==> src/rtl/uart_tx_arbiter.sv <==
// -----------------------------------------------------------------------------
// uart_tx_arbiter
// Round-robin, message-granular arbiter that shares one UART transmit
// controller among NUM_REQ byte-stream requesters. A grant is held from a
// source's first byte up to and including the byte flagged "last", so
// messages from different sources are never interleaved. Each byte is paced
// on the transmitter's ready-low / ready-high cycle.
//
// Optional feature: define UART_ARB_TIMEOUT_EN to revoke a grant whose owner
// stops presenting bytes for TIMEOUT_CYCLES FETCH cycles. Without the macro
// FETCH waits indefinitely and timeout_err is held at 0.
// -----------------------------------------------------------------------------
module uart_tx_arbiter #(
    parameter int NUM_REQ        = 4,
    parameter int TIMEOUT_CYCLES = 1024
) (
    input  logic                     clk,
    input  logic                     rst,
    input  logic [NUM_REQ-1:0]       req_valid,
    input  logic [8*NUM_REQ-1:0]     req_data,
    input  logic [NUM_REQ-1:0]       req_last,
    output logic [NUM_REQ-1:0]       req_ready,
    output logic [NUM_REQ-1:0]       grant,
    output logic                     uart_send,
    output logic [7:0]               uart_data,
    input  logic                     uart_ready,
    output logic                     busy,
    output logic                     timeout_err
);

    localparam int PTR_W = $clog2(NUM_REQ);

    typedef enum logic [1:0] {
        ST_IDLE     = 2'd0,
        ST_FETCH    = 2'd1,
        ST_RDY_LOW  = 2'd2,
        ST_WAIT_RDY = 2'd3
    } state_t;

    state_t             state_r;
    state_t             state_nxt_s;
    logic [PTR_W-1:0]   ptr_r;
    logic [PTR_W-1:0]   cur_r;
    logic [PTR_W-1:0]   win_s;
    logic               last_flag_r;

    logic               any_req_s;
    logic               cur_valid_s;
    logic               cur_last_s;
    logic [7:0]         cur_data_s;
    logic               start_s;
    logic               xfer_s;
    logic               msg_done_s;
    logic               abort_s;

    // -------------------------------------------------------------------------
    // Helper functions
    // -------------------------------------------------------------------------

    // Index following idx, wrapping NUM_REQ-1 back to 0 (NUM_REQ need not be
    // a power of two, so plain overflow is not enough).
    function automatic logic [PTR_W-1:0] next_idx(input logic [PTR_W-1:0] idx);
        logic [PTR_W-1:0] nxt;
        if (int'(idx) == NUM_REQ - 1) begin
            nxt = {PTR_W{1'b0}};
        end else begin
            nxt = idx + PTR_W'(1'b1);
        end
        return nxt;
    endfunction

    // First requester with valid set, scanning start, start+1, ... modulo
    // NUM_REQ. Scanning from the far end lets the closest hit win last.
    function automatic logic [PTR_W-1:0] pick_winner(
        input logic [NUM_REQ-1:0] valid,
        input logic [PTR_W-1:0]   start
    );
        logic [PTR_W-1:0] win;
        int               idx;
        win = start;
        for (int k = NUM_REQ - 1; k >= 0; k--) begin
            idx = (int'(start) + k) % NUM_REQ;
            if (valid[idx]) begin
                win = PTR_W'(idx);
            end else begin
                win = win;
            end
        end
        return win;
    endfunction

    // One-hot vector with bit idx set.
    function automatic logic [NUM_REQ-1:0] onehot(input logic [PTR_W-1:0] idx);
        return {{(NUM_REQ-1){1'b0}}, 1'b1} << idx;
    endfunction

    // -------------------------------------------------------------------------
    // Current-owner view and handshake qualifiers
    // -------------------------------------------------------------------------
    assign any_req_s   = |req_valid;
    assign win_s       = pick_winner(req_valid, ptr_r);
    assign cur_valid_s = req_valid[cur_r];
    assign cur_last_s  = req_last[cur_r];
    assign cur_data_s  = req_data[{cur_r, 3'b000} +: 8];

    // A new owner is only picked while the transmitter is idle, which also
    // covers a byte still shifting out after a mid-message reset.
    assign start_s    = (state_r == ST_IDLE) && uart_ready && any_req_s;
    assign xfer_s     = (state_r == ST_FETCH) && cur_valid_s && uart_ready;
    assign msg_done_s = (state_r == ST_WAIT_RDY) && uart_ready && last_flag_r;

`ifdef UART_ARB_TIMEOUT_EN
    localparam int CNT_W = $clog2(TIMEOUT_CYCLES + 1);

    logic [CNT_W-1:0] tmo_cnt_r;

    // The cycle that would bring the idle count to TIMEOUT_CYCLES revokes
    // the grant instead of counting.
    assign abort_s = (state_r == ST_FETCH) && !cur_valid_s &&
                     (tmo_cnt_r == CNT_W'(TIMEOUT_CYCLES - 1));

    // Count FETCH cycles in which the owner presents nothing; clear on
    // transfer or on leaving FETCH.
    always_ff @(posedge clk) begin
        if (rst) begin
            tmo_cnt_r <= {CNT_W{1'b0}};
        end else if ((state_r != ST_FETCH) || xfer_s || abort_s) begin
            tmo_cnt_r <= {CNT_W{1'b0}};
        end else if (!cur_valid_s) begin
            tmo_cnt_r <= tmo_cnt_r + CNT_W'(1'b1);
        end else begin
            tmo_cnt_r <= tmo_cnt_r;
        end
    end
`else
    logic unused_tmo_cfg_s;

    assign abort_s          = 1'b0;
    assign unused_tmo_cfg_s = (TIMEOUT_CYCLES > 0);
`endif

    // -------------------------------------------------------------------------
    // FSM
    // -------------------------------------------------------------------------

    // State register.
    always_ff @(posedge clk) begin
        if (rst) begin
            state_r <= ST_IDLE;
        end else begin
            state_r <= state_nxt_s;
        end
    end

    // Next-state logic: one byte per FETCH/RDY_LOW/WAIT_RDY round, back to
    // IDLE only after the last byte has fully left the transmitter.
    always_comb begin
        state_nxt_s = state_r;
        case (state_r)
            ST_IDLE: begin
                if (start_s) begin
                    state_nxt_s = ST_FETCH;
                end else begin
                    state_nxt_s = ST_IDLE;
                end
            end
            ST_FETCH: begin
                if (xfer_s) begin
                    state_nxt_s = ST_RDY_LOW;
                end else if (abort_s) begin
                    state_nxt_s = ST_IDLE;
                end else begin
                    state_nxt_s = ST_FETCH;
                end
            end
            ST_RDY_LOW: begin
                if (!uart_ready) begin
                    state_nxt_s = ST_WAIT_RDY;
                end else begin
                    state_nxt_s = ST_RDY_LOW;
                end
            end
            ST_WAIT_RDY: begin
                if (uart_ready) begin
                    if (last_flag_r) begin
                        state_nxt_s = ST_IDLE;
                    end else begin
                        state_nxt_s = ST_FETCH;
                    end
                end else begin
                    state_nxt_s = ST_WAIT_RDY;
                end
            end
            default: begin
                state_nxt_s = ST_IDLE;
            end
        endcase
    end

    // Output logic: only the owner is offered ready, and only in FETCH while
    // the transmitter can take a byte.
    always_comb begin
        req_ready = {NUM_REQ{1'b0}};
        if (state_r == ST_FETCH) begin
            req_ready[cur_r] = uart_ready;
        end else begin
            req_ready = {NUM_REQ{1'b0}};
        end
    end

    // -------------------------------------------------------------------------
    // Registered datapath and status outputs
    // -------------------------------------------------------------------------

    // Grant ownership and rotate pointer: take ownership on start, release
    // after the last byte or a timeout and move the pointer past the owner.
    always_ff @(posedge clk) begin
        if (rst) begin
            grant <= {NUM_REQ{1'b0}};
            cur_r <= {PTR_W{1'b0}};
            ptr_r <= {PTR_W{1'b0}};
        end else if (start_s) begin
            grant <= onehot(win_s);
            cur_r <= win_s;
            ptr_r <= ptr_r;
        end else if (msg_done_s || abort_s) begin
            grant <= {NUM_REQ{1'b0}};
            cur_r <= cur_r;
            ptr_r <= next_idx(cur_r);
        end else begin
            grant <= grant;
            cur_r <= cur_r;
            ptr_r <= ptr_r;
        end
    end

    // Byte capture: latch the accepted byte and its last flag; the byte stays
    // on uart_data after the one-cycle send strobe.
    always_ff @(posedge clk) begin
        if (rst) begin
            uart_send   <= 1'b0;
            uart_data   <= 8'h00;
            last_flag_r <= 1'b0;
        end else if (xfer_s) begin
            uart_send   <= 1'b1;
            uart_data   <= cur_data_s;
            last_flag_r <= cur_last_s;
        end else begin
            uart_send   <= 1'b0;
            uart_data   <= uart_data;
            last_flag_r <= last_flag_r;
        end
    end

    // Status flags: busy mirrors "not IDLE" as a flop; timeout_err pulses on
    // the revoking edge.
    always_ff @(posedge clk) begin
        if (rst) begin
            busy        <= 1'b0;
            timeout_err <= 1'b0;
        end else begin
            busy        <= (state_nxt_s != ST_IDLE);
            timeout_err <= abort_s;
        end
    end

endmodule

==> config.mk <==
export PLATFORM = sky130hd
export DESIGN_NAME = uart_tx_arbiter
export DESIGN_NICKNAME = d
export VERILOG_FILES = /design/src/rtl/uart_tx_arbiter.sv
export SDC_FILE = /design/constraint.sdc
export NUM_CORES = 1
export LEC_CHECK = 0
export CAP_MARGIN = 40
export CORE_UTILIZATION = 41
export CTS_CLUSTER_DIAMETER = 120
export DETAILED_ROUTE_END_ITERATION = 7
export HOLD_SLACK_MARGIN = 0.08
export MAX_ROUTING_LAYER = met4
export PLACE_DENSITY = 0.79
export SYNTH_ARGS = -nofsm -noshare
export SYNTH_HDL_FRONTEND = slang
export SYNTH_SLANG_ARGS = --single-unit
==> constraint.sdc <==
create_clock -name clk -period 2.1 [get_ports clk]
set_clock_uncertainty 0.05 [all_clocks]
set_input_delay 0.42 -clock clk [delete_from_list [all_inputs] [get_ports clk]]
set_output_delay 0.42 -clock clk [all_outputs]
set_load 0.1 [all_outputs]
==> Implementation_results.wiki, run 1 <==
{| class="wikitable"
! Metric !! Value
|-
| Number of clock sinks seen by CTS || 21
|-
| Pin count of the biggest net entering global routing || 23
|-
| Count of buffers from port buffering || 60
|-
| Gate count after technology mapping || 140
|-
| Worst setup path startpoint || cur_r[0]
|-
| Count of placed standard cells including taps || 241
|-
| Source-to-sink clock delay at the later pin of the worst-skew pair || approximately 0.3 ns
|-
| Clock slew at reported path FFs || ~0.11 ns
|-
| Number of antenna violations at the first check in global routing || 0
|-
| Worst hold slack || around 0.44 ns
|-
| Total GRT Usage || ~22%
|-
| Global-route wire length before repair || approximately 5700 um
|-
| Number of hold violations in the final report || 0
|-
| Portion of the clock cycle consumed by the worst path in the final layout || between 80% and 90%
|-
| Global-route track usage on met3 || 4.37%
|-
| Fin area || approximately 2000 um2
|-
| Worst IR Drop VDD || 0.000343 V
|-
| Number of global-route vias before repair || 1,270
|-
| Net count reported at finish || 249
|-
| Worst Hold Class || reg -> reg
|-
| Met1 track demand over resource in global routing || 24.7%
|-
| Die height || 59.5 um
|-
| Synth warn || 0
|-
| Number of flip-flops and latches in the synthesized netlist || 21
|-
| Most frequent standard cell in the layout excluding fill and tap cells || clkdlybuf4s50_1
|-
| Drt wl/cell || 14.8 um
|-
| Unrepaired setup endpoints after global routing || false
|-
| Final setup violating endpoints || 0
|-
| Worst-case setup margin in the final layout || 0.216 ns
|-
| Clock root cell || clkbuf_4
|-
| Core ar. || 3100 um2
|-
| Diodes inserted || 0
|-
| Endpoint of the most critical register-to-register path || uart_data[0]
|-
| Flop2flop setup slack || 0.42 ns
|-
| Antenna-violating nets left || 0
|-
| Synthesized netlist net count || approximately 190
|-
| Post-Place Setup Slack || -0.0181 ns
|-
| Pre-antenna DRT Iters || 4
|-
| Synth Cell Area || about 1400 um2
|-
| Destination of the critical timing path || req_ready[2]
|-
| Initial cell density of the core || between 40% and 50%
|-
| Number of max-slew violations in the final report || 0
|-
| Critical Path AT || about 1.4 ns
|-
| Post-layout min period || 1.88 ns
|-
| DRC marker count from the first detailed-route iteration || 41
|-
| DR vias || approximately 1,300
|-
| Run status || finished, final reports clean
|-
| Number of H-tree levels || 1
|-
| IO Pins || 62
|-
| Path type of the worst setup path || reg -> out
|-
| Horizontal extent of the die || ~60 um
|-
| Number of cells on the worst reg-to-reg path || 4
|-
| Number of standard-cell rows in the floorplan || 20
|-
| Standby leakage power || approximately 0.85 nW
|-
| Critical Path Source Type || flip-flop
|-
| Longest Clk Path Bufs || 2
|-
| Launch point of the worst reg-to-reg path || cur_r[1]
|-
| Fin util || 65.4%
|-
| Die Outline Area || about 3500 um2
|-
| Achievable frequency || ~0.53 GHz
|-
| GPL Wtd Cong || 0.897
|-
| Placed cell area || about 2000 um2
|-
| Relative slew slack || about 56%
|-
| Routed vias/inst || around 5.4
|-
| Post-CTS Setup Repair Bufs || 0
|-
| Busiest metal layer after global routing || met2
|-
| Overall overflow remaining after global route || 0
|-
| Capturing element type of the critical path || primary output
|-
| Post-synthesis cell type count || 40
|-
| Syn_area_per_cell || 9.69 um2
|-
| Met2 routing resource usage after global routing || between 30 and 40%
|-
| Worst Path Required || around 1.6 ns
|-
| Sequential fraction of the synthesis area || between 30% and 40%
|-
| Overall power || 1.02 mW
|-
| Cell area power density || around 500 nW/um2
|-
| TritonCTS clock tree || done
|-
| CTS buffer count || 3
|-
| Total negative setup slack || 0 ns
|-
| Post-DP HPWL || roughly 3000 um
|-
| Fraction of final layout cells with drive strength greater than 1 || 22.4%
|-
| DRC Markers || 0
|-
| Maximum fanout encountered on the critical timing path || 7
|-
| Slew at the pin closest to its max-slew limit || roughly 0.66 ns
|-
| Fin cells || 245
|-
| Number of max-capacitance violations reported || 0
|-
| Overall routed net length || ~3600 um
|-
| Layout Area Growth over Synthesis || 49.6%
|-
| Highest-count cells in the layout ignoring fill and taps || clkdlybuf4s50_1 (41), buf_4 (23), dfxtp_1 (21)
|}
==> state kept, by name (all words and copies together), names as in the netlist <==
| signal | flops |
|---|---|
| uart_send | 1 |
| busy | 1 |
| last_flag_r | 1 |
| grant | 4 |
| ptr_r | 2 |
| uart_data | 8 |
| state_r | 2 |
| cur_r | 2 |
==> worst max-delay path, cell delays in order (launching register included) <==
cell     delay, ns
dfxtp_1       0.49
inv_1         0.11
ha_1          0.20
and2_1        0.16
buf_12        0.17
==> cell usage after synthesis (all sizes together) <==
library cell	n	area [um2]
a211o	1	8.76
a21oi	8	40.0
a221o	2	20.0
a22oi	1	7.51
a311oi	3	26.3
and2	4	25.0
and3b	1	8.76
buf	10	78.8
clkbuf	2	7.51
conb	1	3.75
dfxtp	21	420
ha	4	50.1
inv	4	15.0
mux2i	9	90.1
mux4	10	225
nand2	9	41.3
nand2b	2	12.5
nand3	3	15.0
nand3b	1	7.51
nand4	2	12.5
nand4b	1	8.76
nor2	16	60.1
nor2b	4	32.5
nor3	5	30.0
nor3b	2	15.0
o21ai	5	25.0
o22ai	2	12.5
o31a	1	8.76
o31ai	1	7.51
o32a	1	10.0
o41ai	1	8.76
or3	2	12.5
or3b	1	8.76
==> timing repair <==
item                                    in CTS  in global routing
hold buffers                                 0                  0
endpoints found under the setup margin       0                  4
gates resized for setup                      0                  2
==> layout make-up <==
type                       count  area [um2]
multi-input combinational    103         836
clock buffer                   3        22.5
clock inverter                 1        5.00
timing repair buffer          69         676
sequential                    21         420
inverter                       4        15.0
tap                           44        55.1
fill                         256        1070
==> worst min path at each step <==
stage	from	end	slack (ns)	cells after the start
3_3_place_gp	grant[3]	grant[3]	0.42	2
4_1_cts	grant[3]	grant[3]	0.44	2
5_1_grt	grant[3]	grant[3]	0.46	2
6_report	grant[3]	grant[3]	0.44	2
3_5_place_dp	grant[3]	grant[3]	0.43	2
2_1_floorplan	last_flag_r	last_flag_r	0.43	2
==> metal layers <==
layer,wire [um],vias up
met5,0,-
met4,61,0
met3,343,8
met2,1710,69
met1,1510,619
li1,-,635
==> cells by family (layout without fill, tap and decap cells) <==
| logic type | Yosys count | in the layout | synth area share, % |
|---|---|---|---|
| AO/OA/AOI/OAI | 26 | 26 | 12.9 |
| adder cells (fa/ha/maj) | 4 | 4 | 3.69 |
| buffers and inverters | 16 | 77 | 7.47 |
| flip-flops | 21 | 21 | 31.0 |
| multiplexers | 19 | 19 | 23.2 |
| other | 1 | 1 | 0.276 |
| AND/OR/NAND/NOR | 53 | 53 | 21.4 |
==> report_power, final <==
| group | switching (mW) | internal [mW] | total [mW] |
|---|---|---|---|
| registers | 0.0188 | 0.419 | 0.438 |
| clock network | 0.118 | 0.0710 | 0.189 |
| logic | 0.221 | 0.175 | 0.396 |
| total | 0.358 | 0.665 | 1.02 |
No activity file was read; power rests on OpenSTA's default activity.
==> run 2, diff against run 1 <==
- SKIP_LAST_GASP: default -> 1
==> results of run 2 <==
Same layout as run 1: the final DEF is identical, and so are final timing and power.
==> run 3, diff against run 2 <==
- CORE_UTILIZATION: 41 -> 44
- PLACE_DENSITY: 0.79 -> 0.84
- clock period: 2.1 -> 2.4 ns (I/O delays scaled with it)
==> Implementation_results.wiki, run 3 (synthesis results as in run 1) <==
{| class="wikitable"
! Metric !! Value
|-
| DRC marker count from the first detailed-route iteration || 49 (+20%)
|-
| Pre-antenna DRT Iters || 8 (+4)
|-
| Number of max-slew violations in the final report || 0 (unchanged)
|-
| Number of hold violations in the final report || 0 (unchanged)
|-
| Number of H-tree levels || 1 (unchanged)
|-
| Placed cell area || 1970 um2 (-1.6%)
|-
| Met2 wire len || 1810 um (+6.0%)
|-
| Die Outline Area || 3310 um2 (-6.6%)
|-
| Horizontal extent of the die || 57.5 um (-3.4%)
|-
| Uppermost signal routing layer after detailed routing || met4
|-
| Number of cells on the worst reg-to-reg path || 4 (unchanged)
|-
| Fraction of final layout cells with drive strength greater than 1 || 21.1% (-1.3 points)
|-
| Worst Path Required || 1.87 ns (+0.24 ns)
|-
| Longest Clk Path Bufs || 2 (unchanged)
|-
| Endpoint of the most critical register-to-register path || uart_data[3]
|-
| Flop2flop setup slack || 0.67 ns (+0.25 ns)
|-
| Met3 wire length || 401 um (+17%)
|-
| Number of flip-flops in the largest register || 8 (unchanged)
|-
| Register ranked first by flip-flop count || uart_data
|-
| Count of buffers from port buffering || 60 (unchanged)
|-
| IO Pins || 62 (unchanged)
|-
| Worst hold slack || 0.436 ns (-0.00341 ns)
|-
| Portion of the clock cycle consumed by the worst path in the final layout || 96.3%
|-
| Number of clock sinks seen by CTS || 21 (unchanged)
|-
| Post-CTS Setup Repair Bufs || 0 (unchanged)
|-
| Maximum fanout encountered on the critical timing path || 5 (-2)
|-
| Layout Area Growth over Synthesis || 47.0%
|-
| Achievable frequency || ~0.43 GHz
|-
| Diodes inserted || 0 (unchanged)
|-
| Clock slew at reported path FFs || 0.11 ns (about the same)
|-
| DRC Markers || 11 (+11)
|-
| Initial cell density of the core || 47.9% (+4.2 points)
|-
| Largest registers || uart_data: 8 flops, grant: 4 flops
|-
| Post-DP HPWL || 2890 um (-1.6%)
|-
| Number of antenna violations at the first check in global routing || 0 (unchanged)
|-
| Violated checks || DRC
|-
| Overall routed net length || 3650 um (+0.52%)
|-
| Number of gates resized after cts || 0 (unchanged)
|-
| Critical Path Source Type || input pin
|-
| Run status || finished, violations left
|-
| Die height || 57.5 um (-3.4%)
|-
| Worst IR Drop VDD || 0.000293 V (-14%)
|-
| Wire length on met1 || 1400 um (-7.1%)
|-
| Highest-count cells in the layout ignoring fill and taps || clkdlybuf4s50_1 (42), dfxtp_1 (21), buf_4 (21)
|-
| Count of placed standard cells including taps || 226 (-6.2%)
|-
| Number of max-capacitance violations reported || 0 (unchanged)
|-
| Capturing element type of the critical path || primary output
|-
| Path type of the worst setup path || in -> out
|-
| Standby leakage power || 0.827 nW (-2.2%)
|-
| Critical Path AT || 1.78 ns (+0.37 ns)
|-
| Post-layout min period || ~2.3 ns
|-
| Hold path start || grant[3]
|-
| Total GRT Usage || 22.8% (+1.2 points)
|-
| Launch point of the worst reg-to-reg path || cur_r[1]
|-
| GPL Wtd Cong || 0.810 (-9.8%)
|-
| Final setup violating endpoints || 0 (unchanged)
|-
| TritonCTS clock tree || done
|-
| Worst Hold Class || reg -> reg
|-
| DR vias || 1,334 (+0.23%)
|-
| Hold path depth || 2 (unchanged)
|-
| Routed vias/inst || 5.80 (+6.8%)
|-
| Net count reported at finish || 247 (-0.80%)
|-
| Fin area || 1990 um2 (-1.7%)
|-
| Source-to-sink clock delay at the later pin of the worst-skew pair || 0.30 ns (about the same)
|-
| Pin count of the biggest net entering global routing || 22 (-4.3%)
|-
| Cts-stage hold buffer count || 0 (unchanged)
|-
| Clock root cell || clkbuf_4
|-
| Cell area power density || 450 nW/um2 (-11%)
|-
| Relative slew slack || 51.1% (-4.7 points)
|-
| Unrepaired setup endpoints after global routing || false
|-
| Fin cells || 230 (-6.1%)
|-
| Number of standard-cell rows in the floorplan || 19 (-5.0%)
|-
| Slew at the pin closest to its max-slew limit || 0.727 ns (+0.0697 ns)
|-
| Core ar. || 2830 um2 (-8.8%)
|-
| Drt wl/cell || 15.9 um (+7.1%)
|-
| Total negative setup slack || 0 ns (unchanged)
|-
| Overall overflow remaining after global route || 0 (unchanged)
|-
| Min-Delay Endpoint || grant[3]
|-
| Global-route wire length before repair || 5740 um (+1.3%)
|-
| Antenna-violating nets left || 0 (unchanged)
|-
| CTS buffer count || 3 (unchanged)
|-
| Most frequent standard cell in the layout excluding fill and tap cells || clkdlybuf4s50_1
|-
| Number of global-route vias before repair || 1,294 (+1.9%)
|}
-- run 3: changes by cell type in the layout (fill, tap and decap cells not counted), sizes merged --
cell / change
buf: -2
clkdlybuf4s50: +1
dlymetal6s2s: -1
-- run 3: critical path, cell delays in order --
cell	delay, ns
clkdlybuf4s50_1	0.56
and3b_1	0.32
and2_1	0.22
buf_12	0.19
-- run 3: how the worst max path moves through the flow --
| stage | slack (ns) | startpoint | cells after the start | endpoint |
|---|---|---|---|---|
| floorplan | 0.33 | cur_r[0] | 4 | req_ready[2] |
| global placement | 0.16 | uart_ready | 4 | req_ready[3] |
| detailed placement | 0.11 | uart_ready | 4 | req_ready[1] |
| CTS | 0.10 | uart_ready | 4 | req_ready[1] |
| global route | 0.02 | uart_ready | 4 | req_ready[1] |
| finish | 0.09 | uart_ready | 4 | req_ready[1] |
-- run 3: routing by layer --
metal / track usage, % / vias to the layer above
met5: - / -
met4: 3.83 / 0
met3: 4.76 / 5
met2: 42.5 / 81
met1: 24.9 / 617
li1: - / 631
-- run 3: per-stage QoR --
step                      util, %  total power [mW]  setup WS (ns)
final                        70.5             0.897         0.0879
after global routing         70.5             0.935         0.0161
after CTS                    70.5             0.898          0.102
after detailed placement     69.5             0.737          0.106
after global placement       69.5             0.728          0.156
after floorplan                 -             0.613          0.335
-- run 3: final cells by class --
class	count	area, um2
multi-input combinational	103	835
fill	212	835
timing repair buffer	67	658
sequential	21	420
tap	31	38.8
clock buffer	3	22.5
inverter	4	15.0
clock inverter	1	5.00
-- run 3: where the power goes --
group	internal, mW	total (mW)	switching (mW)
sequential	0.366	0.384	0.0172
combinational	0.151	0.347	0.196
clock	0.0622	0.167	0.104
total	0.580	0.897	0.317
